$ cat src/rtl/fractal_pkg.sv
`default_nettype none
// ============================================================================
// Module      : fractal_pkg
// Description : Shared coordinate format and dispatcher state encoding for
//               the Mandelbrot solver pool.
// Revision    : 1.0 - initial release
// ============================================================================
package fractal_pkg;

  localparam int COORD_WIDTH = 27;
  localparam int FRAC_BITS   = 20;

  typedef enum logic [1:0] {
    ST_IDLE     = 2'd0,
    ST_DISPATCH = 2'd1,
    ST_DRAIN    = 2'd2,
    ST_DONE     = 2'd3
  } disp_state_t;

endpackage
`default_nettype wire

$ cat src/rtl/rr_arbiter.sv
`default_nettype none
// ============================================================================
// Module      : rr_arbiter
// Description : Combinational round-robin picker: lowest requesting index at
//               or after the pointer, wrapping modulo N.
// Revision    : 1.0 - initial release
// ============================================================================
module rr_arbiter
  import fractal_pkg::*;
#(
  parameter int N     = 4,
  parameter int PTR_W = (N > 1) ? $clog2(N) : 1
) (
  input  logic [N-1:0]     i_req,
  input  logic [PTR_W-1:0] i_ptr,
  output logic [N-1:0]     o_grant,
  output logic             o_valid
);

  always_comb begin
    o_grant = '0;
    o_valid = 1'b0;
    // Upper pass covers indices >= pointer; lower pass only fires on wrap.
    for (int i = 0; i < N; i++) begin
      if (!o_valid && i_req[i] && (PTR_W'(i) >= i_ptr)) begin
        o_grant[i] = 1'b1;
        o_valid    = 1'b1;
      end
    end
    for (int i = 0; i < N; i++) begin
      if (!o_valid && i_req[i]) begin
        o_grant[i] = 1'b1;
        o_valid    = 1'b1;
      end
    end
  end

endmodule
`default_nettype wire

$ cat src/rtl/pixel_dispatcher.sv
`default_nettype none
// ============================================================================
// Module      : pixel_dispatcher
// Description : Walks a frame in raster order, issuing one pixel job per cycle
//               to the next ready solver and tracking outstanding work.
// Revision    : 1.0 - initial release
// ============================================================================
module pixel_dispatcher
  import fractal_pkg::*;
#(
  parameter int NUM_SOLVERS = 4,
  parameter int NUM_COLUMNS = 640,
  parameter int NUM_ROWS    = 480,
  parameter int WIDTH       = COORD_WIDTH,
  parameter int ADDR_WIDTH  = 19,
  parameter int CNT_WIDTH   = 7
) (
  input  logic                    clock,
  input  logic                    reset,
  input  logic                    start,
  input  logic signed [WIDTH-1:0] min_x,
  input  logic signed [WIDTH-1:0] min_y,
  input  logic signed [WIDTH-1:0] dx,
  input  logic signed [WIDTH-1:0] dy,
  input  logic [NUM_SOLVERS-1:0]  solver_ready,
  input  logic [NUM_SOLVERS-1:0]  solver_done,
  output logic [NUM_SOLVERS-1:0]  solver_start,
  output logic signed [WIDTH-1:0] job_x,
  output logic signed [WIDTH-1:0] job_y,
  output logic [ADDR_WIDTH-1:0]   job_addr,
  output logic                    busy,
  output logic                    frame_done
);

  localparam int c_PTR_W = (NUM_SOLVERS > 1) ? $clog2(NUM_SOLVERS) : 1;
  localparam int c_COL_W = (NUM_COLUMNS > 1) ? $clog2(NUM_COLUMNS) : 1;
  localparam int c_ROW_W = (NUM_ROWS > 1) ? $clog2(NUM_ROWS) : 1;

  localparam logic [c_COL_W-1:0] c_LAST_COL    = c_COL_W'(NUM_COLUMNS - 1);
  localparam logic [c_ROW_W-1:0] c_LAST_ROW    = c_ROW_W'(NUM_ROWS - 1);
  localparam logic [c_PTR_W-1:0] c_LAST_SOLVER = c_PTR_W'(NUM_SOLVERS - 1);

  disp_state_t             r_state;
  disp_state_t             w_state_next;
  logic [c_COL_W-1:0]      r_col;
  logic [c_ROW_W-1:0]      r_row;
  logic [ADDR_WIDTH-1:0]   r_addr;
  logic signed [WIDTH-1:0] r_cur_x;
  logic signed [WIDTH-1:0] r_cur_y;
  logic signed [WIDTH-1:0] r_min_x;
  logic signed [WIDTH-1:0] r_dx;
  logic signed [WIDTH-1:0] r_dy;
  logic [c_PTR_W-1:0]      r_rr_ptr;
  logic [c_PTR_W-1:0]      w_grant_idx;
  logic [c_PTR_W-1:0]      w_rr_ptr_next;
  logic [CNT_WIDTH-1:0]    r_outstanding;
  logic [CNT_WIDTH-1:0]    w_outstanding_next;
  logic [CNT_WIDTH-1:0]    w_done_cnt;
  logic [NUM_SOLVERS-1:0]  w_eligible;
  logic [NUM_SOLVERS-1:0]  w_grant;
  logic                    w_grant_valid;
  logic                    w_issue;
  logic                    w_active;
  logic                    w_last_col;
  logic                    w_last_pixel;

  // Ready drops one cycle after a strobe, so last cycle's grantee is masked.
  assign w_eligible = solver_ready & ~solver_start;

  rr_arbiter #(
    .N     (NUM_SOLVERS),
    .PTR_W (c_PTR_W)
  ) u_arbiter (
    .i_req   (w_eligible),
    .i_ptr   (r_rr_ptr),
    .o_grant (w_grant),
    .o_valid (w_grant_valid)
  );

  assign w_active     = (r_state == ST_DISPATCH) || (r_state == ST_DRAIN);
  assign w_issue      = (r_state == ST_DISPATCH) && w_grant_valid;
  assign w_last_col   = (r_col == c_LAST_COL);
  assign w_last_pixel = w_last_col && (r_row == c_LAST_ROW);

  always_comb begin
    w_grant_idx = '0;
    for (int i = 0; i < NUM_SOLVERS; i++) begin
      if (w_grant[i]) w_grant_idx = c_PTR_W'(i);
    end
    w_rr_ptr_next = (w_grant_idx == c_LAST_SOLVER) ? '0 : w_grant_idx + 1'b1;
  end

  always_comb begin
    w_done_cnt = '0;
    for (int i = 0; i < NUM_SOLVERS; i++) begin
      w_done_cnt = w_done_cnt + CNT_WIDTH'(solver_done[i]);
    end
  end

  assign w_outstanding_next = w_active ? (r_outstanding + CNT_WIDTH'(w_issue) - w_done_cnt)
                                       : r_outstanding;

  always_ff @(posedge clock or negedge reset) begin
    if (!reset) r_state <= ST_IDLE;
    else        r_state <= w_state_next;
  end

  always_comb begin
    w_state_next = r_state;
    busy         = 1'b0;
    frame_done   = 1'b0;
    case (r_state)
      ST_IDLE: begin
        if (start) w_state_next = ST_DISPATCH;
      end
      ST_DISPATCH: begin
        busy = 1'b1;
        if (w_issue && w_last_pixel) w_state_next = ST_DRAIN;
      end
      ST_DRAIN: begin
        busy = 1'b1;
        if (w_outstanding_next == '0) w_state_next = ST_DONE;
      end
      ST_DONE: begin
        frame_done   = 1'b1;
        w_state_next = ST_IDLE;
      end
      default: w_state_next = ST_IDLE;
    endcase
  end

  always_ff @(posedge clock or negedge reset) begin
    if (!reset) begin
      solver_start  <= '0;
      job_x         <= '0;
      job_y         <= '0;
      job_addr      <= '0;
      r_col         <= '0;
      r_row         <= '0;
      r_addr        <= '0;
      r_cur_x       <= '0;
      r_cur_y       <= '0;
      r_min_x       <= '0;
      r_dx          <= '0;
      r_dy          <= '0;
      r_rr_ptr      <= '0;
      r_outstanding <= '0;
    end else begin
      solver_start  <= '0;
      r_outstanding <= w_outstanding_next;
      if ((r_state == ST_IDLE) && start) begin
        // min_y only seeds cur_y; rows advance from there by dy.
        r_min_x <= min_x;
        r_dx    <= dx;
        r_dy    <= dy;
        r_cur_x <= min_x;
        r_cur_y <= min_y;
        r_col   <= '0;
        r_row   <= '0;
        r_addr  <= '0;
      end else if (w_issue) begin
        solver_start <= w_grant;
        job_x        <= r_cur_x;
        job_y        <= r_cur_y;
        job_addr     <= r_addr;
        r_rr_ptr     <= w_rr_ptr_next;
        r_addr       <= r_addr + 1'b1;
        if (w_last_col) begin
          r_col   <= '0;
          r_cur_x <= r_min_x;
          r_row   <= r_row + 1'b1;
          r_cur_y <= r_cur_y + r_dy;
        end else begin
          r_col   <= r_col + 1'b1;
          r_cur_x <= r_cur_x + r_dx;
        end
      end
    end
  end

endmodule
`default_nettype wire

$ cat config.mk
export PLATFORM = sky130hd
export DESIGN_NAME = pixel_dispatcher
export DESIGN_NICKNAME = d
export VERILOG_FILES = /design/src/rtl/fractal_pkg.sv /design/src/rtl/rr_arbiter.sv /design/src/rtl/pixel_dispatcher.sv
export SDC_FILE = /design/constraint.sdc
export NUM_CORES = 1
export LEC_CHECK = 0
export ABC_AREA = 1
export CORE_ASPECT_RATIO = 1.25
export CORE_MARGIN = 5
export CORE_UTILIZATION = 55
export CTS_BUF_LIST = sky130_fd_sc_hd__clkbuf_4 sky130_fd_sc_hd__clkbuf_8 sky130_fd_sc_hd__clkbuf_16
export CTS_CLUSTER_DIAMETER = 40
export DETAILED_ROUTE_END_ITERATION = 10
export GPL_TIMING_DRIVEN = 0
export PLACE_DENSITY_LB_ADDON = 0.1
export SLEW_MARGIN = 5
export SYNTH_ARGS = -nofsm -noshare
export SYNTH_HDL_FRONTEND = slang
export SYNTH_SLANG_ARGS = --single-unit
$ cat constraint.sdc
create_clock -name clock -period 5.2 [get_ports clock]
set_input_delay 1.04 -clock clock [delete_from_list [all_inputs] [get_ports clock]]
set_output_delay 1.04 -clock clock [all_outputs]
set_load 0.01 [all_outputs]
## Word-level counts from Yosys, hierarchy flattened

Index checks and enable logic that the tools add are counted.

| cells by class | value |
|---|---|
| mux-type cells | 42 |
| $lt $le $gt $ge | 4 |
| equal/unequal tests | 9 |
| bitwise gates (word level) | 3 |
| reduce and logical (&&, ||, !) cells | 31 |
| add/subtract/negate cells | 11 |

Operators by type and width:

| kind | count |
|---|---|
| two-way mux 27 bit | 6 |
| adder 27 bit | 2 |
| two-way mux 19 bit | 2 |
| two-way mux 10 bit | 3 |
| two-way mux 9 bit | 3 |
| adder 19 x 1 -> 19 bit (second input constant) | 1 |
| two-way mux 1 bit | 18 |
| logical AND 1 bit | 15 |
| two-way mux 2 bit | 6 |
| adder 10 x 1 -> 10 bit (second input constant) | 1 |
| == test 10 bit (second input constant) | 1 |
| adder 9 x 1 -> 9 bit (second input constant) | 1 |
| == test 9 bit (second input constant) | 1 |
| two-way mux 4 bit | 2 |
| one-hot mux 2 bit (4 select lines) | 1 |
| adder 7 x 1 -> 7 bit | 1 |
| zero test 1 bit | 7 |
| zero test 7 bit | 1 |
| two-way mux 7 bit | 1 |
| subtractor 7 x 4 -> 7 bit | 1 |
| == test 2 bit (second input constant) | 3 |
| adder 3 x 1 -> 4 bit | 1 |
| AND 4 bit | 1 |
| >= comparator 1 x 2 -> 1 bit (first input constant) | 2 |
| 15 further kinds | 19 |

| word-level totals | value |
|---|---|
| output and inout bits | 79 |
| bits in registers | 261 |
| word-level logic and storage cells | 115 |
| bits of input ports | 119 |

## Longest topological paths before layout

Gate-level depths: netlist of run 1.

| depth | value |
|---|---|
| depth in word-level cells | 35 |
| depth in mapped cells | 28 |
| gate-level depth less buffers | 26 |

## Modules after synthesis

A second synthesis of run 1 with hierarchy kept.

| unflattened totals | value |
|---|---|
| cell total of the unflattened synthesis | 2035 |
| area total of the unflattened synthesis | 14896.8 um^2 |

By module, submodules not included:

| module | instances | sequential area each (um^2) | area an instance (um^2) | cells each |
|---|---|---|---|---|
| pixel_dispatcher | 1 | 6531.3 | 14780.4 | 2013 |
| rr_arbiter | 1 | 0.0 | 116.4 | 22 |

## Worst setup path after synthesis of run 1

No wires, ideal clock.

| path | value |
|---|---|
| kind | input to register |
| from | in solver_ready[1] |
| to | reg r_state[1] |
| stages on the path | 25 |
| data required time | 5.134 ns |
| arrival | 4.252 ns |
| setup time | 0.066 ns |
| path buffers | 2 |
| slack | 0.882 ns |
| cells stage by stage | inv_1 nor2_2 nand2_2 nand3_2 nor2_4 nand4_4 nand2_4 buf_6 inv_4 buf_2 fa_1 ha_1 fa_1 ha_1 inv_1 fa_1 o21ai_0 nor2_1 nand3_1 nor2_1 nand2_1 nand2_1 nand3_1 nand2_1 nand2_1 |

| between the ends | value |
|---|---|
| longest elaborated chain between the ends | 31 |
| elaborated cells on any way between the ends | 33 |
| classes of those cells | add/sub (2); eq/ne (2); mux (8); bitwise (1); reduce/logical (20) |

RTL lines:

| item | line | source |
|---|---|---|
| start, declared | pixel_dispatcher.sv:25 | `input logic [NUM_SOLVERS-1:0] solver_ready,` |
| AND 4 bit (*) | pixel_dispatcher.sv:68 | `assign w_eligible = solver_ready & ~solver_start;` |
| logical AND 1 bit (2 in a row) | rr_arbiter.sv:25 | `if (!o_valid && i_req[i] && (PTR_W'(i) >= i_ptr)) begin` |
| two-way mux 1 bit | rr_arbiter.sv:25 |  |
| zero test 1 bit | rr_arbiter.sv:25 |  |
| logical AND 1 bit (2 in a row) | rr_arbiter.sv:25 |  |
| two-way mux 1 bit | rr_arbiter.sv:25 |  |
| zero test 1 bit | rr_arbiter.sv:25 |  |
| logical AND 1 bit (2 in a row) | rr_arbiter.sv:25 |  |
| [... 13 more ...] | n/a |  |
| logical AND 1 bit (*) | pixel_dispatcher.sv:81 | `assign w_issue = (r_state == ST_DISPATCH) && w_grant_valid;` |
| adder 7 x 1 -> 7 bit (*) | pixel_dispatcher.sv:100 | `assign w_outstanding_next = w_active ? (r_outstanding + CNT_WIDTH'(w_issue) - w_done_cnt)` |
| subtractor 7 x 4 -> 7 bit (*) | pixel_dispatcher.sv:100 |  |
| two-way mux 7 bit (*) | pixel_dispatcher.sv:100 |  |
| net w_outstanding_next[3] | pixel_dispatcher.sv:57 | `logic [CNT_WIDTH-1:0] w_outstanding_next;` |
| zero test 7 bit (*) | pixel_dispatcher.sv:122 | `if (w_outstanding_next == '0) w_state_next = ST_DONE;` |
| inequality test 2 x 1 -> 1 bit (no line) (*) | n/a |  |
| AND reduction 3 bit (no line) (*) | n/a |  |
| end signal, assigned | pixel_dispatcher.sv:105 | `else r_state <= w_state_next;` |
| end, declared | pixel_dispatcher.sv:43 | `disp_state_t r_state;` |

The timed path passes the listed nets; every way through them passes the cells marked *.
A chain may end at the register's enable or synchronous reset.

## Worst setup path in the final report of run 1

| path | value |
|---|---|
| from | in solver_ready[0] |
| to | reg r_state[1] |

| between the ends | value |
|---|---|
| longest elaborated chain between the ends | 34 |
| elaborated cells on any way between the ends | 36 |
| classes of those cells | add/sub (2); eq/ne (2); mux (9); bitwise (1); reduce/logical (22) |

RTL lines:

| item | line |
|---|---|
| AND 4 bit (*) | pixel_dispatcher.sv:68 |
| logical AND 1 bit | rr_arbiter.sv:25 |
| two-way mux 1 bit | rr_arbiter.sv:25 |
| zero test 1 bit | rr_arbiter.sv:25 |
| logical AND 1 bit (2 in a row) | rr_arbiter.sv:25 |
| two-way mux 1 bit | rr_arbiter.sv:25 |
| zero test 1 bit | rr_arbiter.sv:25 |
| logical AND 1 bit (2 in a row) | rr_arbiter.sv:25 |
| [... 17 more ...] | n/a |
| logical AND 1 bit (*) | pixel_dispatcher.sv:81 |
| adder 7 x 1 -> 7 bit (*) | pixel_dispatcher.sv:100 |
| subtractor 7 x 4 -> 7 bit (*) | pixel_dispatcher.sv:100 |
| two-way mux 7 bit (*) | pixel_dispatcher.sv:100 |
| net w_outstanding_next[3] | pixel_dispatcher.sv:57 |
| zero test 7 bit (*) | pixel_dispatcher.sv:122 |
| inequality test 2 x 1 -> 1 bit (no line) (*) | n/a |
| AND reduction 3 bit (no line) (*) | n/a |

Marked as above.

==> results.py, run 1 <==
metrics = {
    "routing": {
        "final_antenna_net_count": 0,
        "dr.pass1.iters": 6,
        "vias": 15200,
        "highest_layer": "met4",
        "avgViaCountPerCell": 5.47,
        "drt-initial-drc-count": 1224,
        "wl_met1_mm": 19.3,
        "drc": 0,
        "wirelength_mm": 50.5,
        "wl_met2_mm": 25.6,
        "wl_per_cell_um": 18.2,
        "wl_met3_mm": 3.05,
    },
    "worst_setup_path": {
        "crit_top_cell": "nand2_1",
        "critical_path_class": "in -> reg",
        "cpPeakStageDelay_ps": 460,
        "crit_arrival_ps": 5220,
        "startpoint_type": "primary input",
        "end_kind": "register",
        "rrSetupSlack_ps": 1040,
        "required_ps": 5680,
        "worst-path-max-fanout": 10,
        "crit_path_top_delay_cell": "clkdlybuf4s50_1",
    },
    "finish": {
        "final_area_um2": 19300,
        "layout.nets": 2584,
        "fillers": 2294,
        "fin_cells": 2769,
        "diodes": 0,
        "drive_gt1_share_pct": 5.17,
        "final_core_util_pct": 69.7,
        "area_growth_pct": 24.7,
    },
    "sta": {
        "post-route-min-period_ps": 4750,
        "finClkSkew_ps": 13.6,
        "fmax_mhz": 211,
        "hold_viol_final": 0,
        "tightestPinTransition_ps": 960,
        "setup_violations": 0,
        "period_share_pct": 91.3,
        "fin_setup_tns_ps": 0,
        "setup_slack_ps": 453,
        "grt_setup_unrepaired": "no",
        "hold_ws_ps": 405,
        "drv_slew": 0,
        "relSlewSlack_pct": 36.0,
    },
    "synth": {
        "synth_warnings": 0,
        "netlist.area_leader.share_pct": 42.3,
        "muxShareOfSynthArea_pct": 0.324,
        "synth_xor_xnor_area_share_pct": 2.15,
        "async_flop_share_pct": 100,
        "dominantRegCellSynth": "dfrtp_1",
        "yosys.area_share.simple_pct": 32.4,
        "synth_top_family_by_area": "simple AND/OR/NAND/NOR gates",
        "yosysSeqAreaShare_pct": 42.3,
        "synth_compound_area_share_pct": 8.24,
        "synth_fa_ha_area_share_pct": 6.33,
        "syn_area_um2": 15500,
        "synth-seq-cells": 261,
        "synth_common_cells": "nand2_1 (887), dfrtp_1 (261), inv_1 (249), o21ai_0 (140), nand3_1 (129)",
        "synthTopCellsByArea": "dfrtp_1 (42%), nand2_1 (22%), inv_1 (6.0%)",
        "synth-edff-count": 0,
        "synth_most_common_cell": "nand2_1",
        "synth_fp_nets": 2344,
        "syn_inst": 2151,
        "syn_avg_cell_area_um2": 7.18,
        "yosysUniqueCellTypes": 45,
        "synth_area_leader_cell": "dfrtp_1",
    },
    "placed_design": {
        "place_congestion": 1.00,
        "numPortBuffers": 197,
        "dp_cells": 2701,
        "post-place-ws_ps": -91.5,
        "dpl_cell_area_um2": 17900,
        "dp_hpwl_mm": 38.5,
    },
    "clock_network": {
        "clk_latency_ps": 540,
        "cts_max_level": 2,
        "cts_setup_buffers": 0,
        "path_clk_slew_ps": 50,
        "cts_sinks": 261,
        "cts.path.max_buffers": 3,
        "cts_hold_buf": 0,
        "ctsResizeCount": 0,
        "cts_root_buf": "clkbuf_16",
        "cts_inserted_buffers": 38,
        "cts_tree": "built",
    },
    "pwr": {
        "finalPower_mw": 13.2,
        "p_per_area_nw_per_um2": 684,
        "peakVddDrop_mv": 0.522,
        "leakage_nw": 10.0,
    },
    "grt": {
        "grtUsageTotal_pct": 31.8,
        "grt_pass1_wl_mm": 79.8,
        "antenna_found_initial": 0,
        "grt_pass1_vias": 15400,
        "grt_max_degree": 78,
        "grt.overflow.total": 0,
    },
    "run_status": {
        "status": "completed",
    },
    "die": {
        "die_area_um2": 31600,
        "core_area_um2": 27700,
        "die_y_um": 197,
        "start_util_pct": 55.9,
        "io_pins": 198,
        "row_count": 68,
        "fp.dieW_um": 160,
    },
    "flow_run": {
        "maxCapViolations": 0,
    },
    "worst_hold_path": {
        "hold_class": "in -> async",
    },
}
==> layout by cell type, fill, tap and decap left out, drive strengths merged, types with 53 or more instances in the layout <==
cell,count
nand2,893
dfrtp,261
inv,254
clkdlybuf4s50,196
o21ai,140
nand3,132
nor2,111
clkbuf,79
ha,67
a21oi,53
==> cells by family (layout without fill, tap and decap cells) <==
| logic type | count (synthesis) | after routing |
|---|---|---|
| simple gates | 1217 | 1217 |
| buf+inv | 322 | 590 |
| flops | 261 | 261 |
| compound gates | 234 | 234 |
| fa+ha+maj | 74 | 74 |
| xor+xnor | 38 | 38 |
| mux | 5 | 5 |
==> path summary, 6_finish.rpt <==
kind | end | start | cells after the start
max | r_state[1] | solver_ready[0] | 26
min | job_x[17] | reset | 1
max reg2reg | r_state[1] | r_rr_ptr[1] | 24
min reg2reg | job_x[5] | job_x[5] | 2
max in group asynchronous | job_y[16] | reset | 4
min in group clock | job_x[5] | job_x[5] | 2
==> final cells by class <==
cell class	instances	area [µm²]	share of cell area, %
flip-flops and latches	261	6530	33.9
clock inverters	24	289	1.50
inverters	253	952	4.94
multi-input cells	1568	7640	39.7
clock buffers	44	1030	5.36
well taps	350	438	2.27
plain buffers	69	325	1.69
repair buffers	200	2060	10.7
==> layer usage <==
metal	global-route usage, %	vias up
met3	4.01	141
met1	37.3	7133
met4	15.7	0
met2	57.6	580
li1	-	7305
met5	0	-
==> report_power, final <==
group | internal (mW) | leakage (nW) | total [mW] | switching (mW)
combinational | 2.53 | 6.05 | 7.14 | 4.60
sequential | 2.84 | 3.32 | 3.39 | 0.556
clock | 1.64 | 0.636 | 2.65 | 1.01
==> state kept, by name, summed over array words and instances, names as in the netlist <==
| name | count |
|---|---|
| job_x | 27 |
| job_y | 27 |
| r_cur_x | 27 |
| r_cur_y | 27 |
| r_dx | 27 |
| r_dy | 27 |
| r_min_x | 27 |
| job_addr | 19 |
| r_addr | 19 |
| r_col | 10 |
| r_row | 9 |
| r_outstanding | 7 |
| solver_start | 4 |
| r_rr_ptr | 2 |
| r_state | 2 |
==> worst max-delay path: cells and delay by family <==
| family | cells | cell delay [ps] |
|---|---|---|
| buffers and inverters | 6 | 1080 |
| AND/OR/NAND/NOR | 14 | 1210 |
| AO/OA/AOI/OAI | 1 | 220 |
| adder cells (fa/ha/maj) | 5 | 1680 |
Power figures use the tool's default switching activity.
==> run 2: changes to the inputs <==
PLACE_DENSITY_LB_ADDON = 0.12   (was 0.1)
==> results.py, run 2 (synthesis gave the netlist of run 1 again) <==
metrics = {
    "pwr": {
        "peakVddDrop_mv": 0.462,
        "leakage_nw": 10.0,
        "pwr-share-clk_pct": 20.2,
        "p_sw_share_pct": 46.7,
        "seqPwrFrac_pct": 25.8,
        "combPwrFrac_pct": 54.0,
        "finalPower_mw": 13.2,
        "p_per_area_nw_per_um2": 686,
        "internal_power_mw": 7.02,
        "p_sw_mw": 6.16,
    },
    "placed_design": {
        "dp_cells": 2700,
        "dp_hpwl_mm": 38.4,
        "place_congestion": 0.969,
        "numPortBuffers": 197,
        "dpl_cell_area_um2": 17900,
    },
    "finish": {
        "final_cell_mix": "nand2_1 (887), dfrtp_1 (261), inv_1 (249)",
        "layout.nets": 2583,
        "fillers": 2301,
        "final_common_cell": "nand2_1",
        "area_growth_pct": 24.4,
        "fin_cells": 2769,
        "drive_gt1_share_pct": 5.17,
        "final_area_um2": 19200,
        "diodes": 0,
    },
    "die": {
        "core_area_um2": 27700,
        "io_pins": 198,
        "die_area_um2": 31600,
        "row_count": 68,
        "die_y_um": 197,
        "fp.dieW_um": 160,
        "start_util_pct": 55.9,
    },
    "routing": {
        "wl_per_cell_um": 18.4,
        "drc": 0,
        "vias": 15200,
        "avgViaCountPerCell": 5.48,
        "final_antenna_net_count": 0,
        "drt-initial-drc-count": 1068,
        "wirelength_mm": 51.0,
        "dr.pass1.iters": 7,
    },
    "sta": {
        "hold_ws_ps": 454,
        "fin_setup_tns_ps": 0,
        "finClkSkew_ps": 18.0,
        "drv_slew": 0,
        "tightestPinTransition_ps": 996,
        "setup_violations": 0,
        "post-route-min-period_ps": 4790,
        "hold_viol_final": 0,
        "grt_setup_unrepaired": "no",
        "relSlewSlack_pct": 33.6,
        "fmax_mhz": 209,
        "period_share_pct": 92.2,
    },
    "grt": {
        "top_usage_layer": "met2",
        "grt_use_met2_pct": 58.9,
        "grtUsageMet1_pct": 37.2,
        "grt_max_degree": 119,
        "grtUsageTotal_pct": 32.1,
        "met3_usage_pct": 4.63,
        "grt.overflow.total": 0,
        "grt_pass1_wl_mm": 81.0,
        "grt_pass1_vias": 15600,
        "antenna_found_initial": 0,
    },
    "worst_setup_path": {
        "crit_path_top_delay_cell": "fa_1",
        "crit_top_cell": "nand2_1",
        "crit_arrival_ps": 5270,
        "startpoint_type": "primary input",
        "cpPeakStageDelay_ps": 480,
        "crit_family": "adder cells",
        "critical_path_class": "in -> reg",
        "path_buf_inv": 6,
        "end_kind": "register",
        "worst-path-max-fanout": 10,
        "required_ps": 5680,
    },
    "run_status": {
        "status": "completed",
    },
    "clock_network": {
        "cts_root_buf": "clkbuf_16",
        "cts_inserted_buffers": 38,
        "cts_hold_buf": 0,
        "cts_max_level": 2,
        "cts.path.max_buffers": 3,
        "cts_sinks": 261,
        "clk_latency_ps": 540,
        "path_clk_slew_ps": 50,
        "cts_tree": "built",
        "ctsResizeCount": 0,
        "cts_setup_buffers": 0,
    },
    "worst_hold_path": {
        "hold_class": "in -> async",
    },
    "flow_run": {
        "maxCapViolations": 0,
    },
}
[run 2: worst paths after layout]
path                                      start  depth (start not counted)  slack (ps)         end
worst min register to register        job_x[17]                          2         470   job_x[17]
worst max-delay path            solver_ready[0]                         26         410  r_state[0]
max in group asynchronous                 reset                          2        3700    r_dy[25]
min in group clock                    job_x[17]                          2         470   job_x[17]
worst min-delay path                      reset                          1         450   job_x[22]
worst max register to register      r_rr_ptr[1]                         24         980  r_state[0]
[run 2: area by class of cell]
type | count | area (µm²) | share of cell area [%]
multi-input cells | 1568 | 7640 | 39.8
flip-flops and latches | 261 | 6530 | 34.0
inverters | 253 | 952 | 4.95
well taps | 350 | 438 | 2.28
clock buffers | 43 | 1000 | 5.21
repair buffers | 199 | 2030 | 10.6
plain buffers | 69 | 325 | 1.69
clock inverters | 26 | 303 | 1.58
[run 2: per-layer routing]
metal	vias to the layer above	part of all wire (%)	wire (µm)
met5	-	0	0
met4	0	4.5	2320
met3	130	5.6	2860
met2	522	52	26300
met1	7234	38	19500
li1	7287	-	-
[run 2: metrics by stage]
step	util (%)	setup slack, ps
after floorplan	-	882
after CTS	69.5	416
after global placement	64.6	-7970
after global routing	69.5	79.5
final	69.5	405
after detailed placement	64.8	-108
[run 2: power groups by stage]
| stage | Combinational (mW) | Sequential, mW | Clock (mW) |
|---|---|---|---|
| 2_1_floorplan | 4.66 | 3.32 | 0 |
| 3_3_place_gp | 6.84 | 3.39 | 0 |
| 3_5_place_dp | 6.99 | 3.40 | 0 |
| 4_1_cts | 7.08 | 3.39 | 2.68 |
| 5_1_grt | 7.98 | 3.48 | 2.77 |
| 6_report | 7.12 | 3.40 | 2.66 |
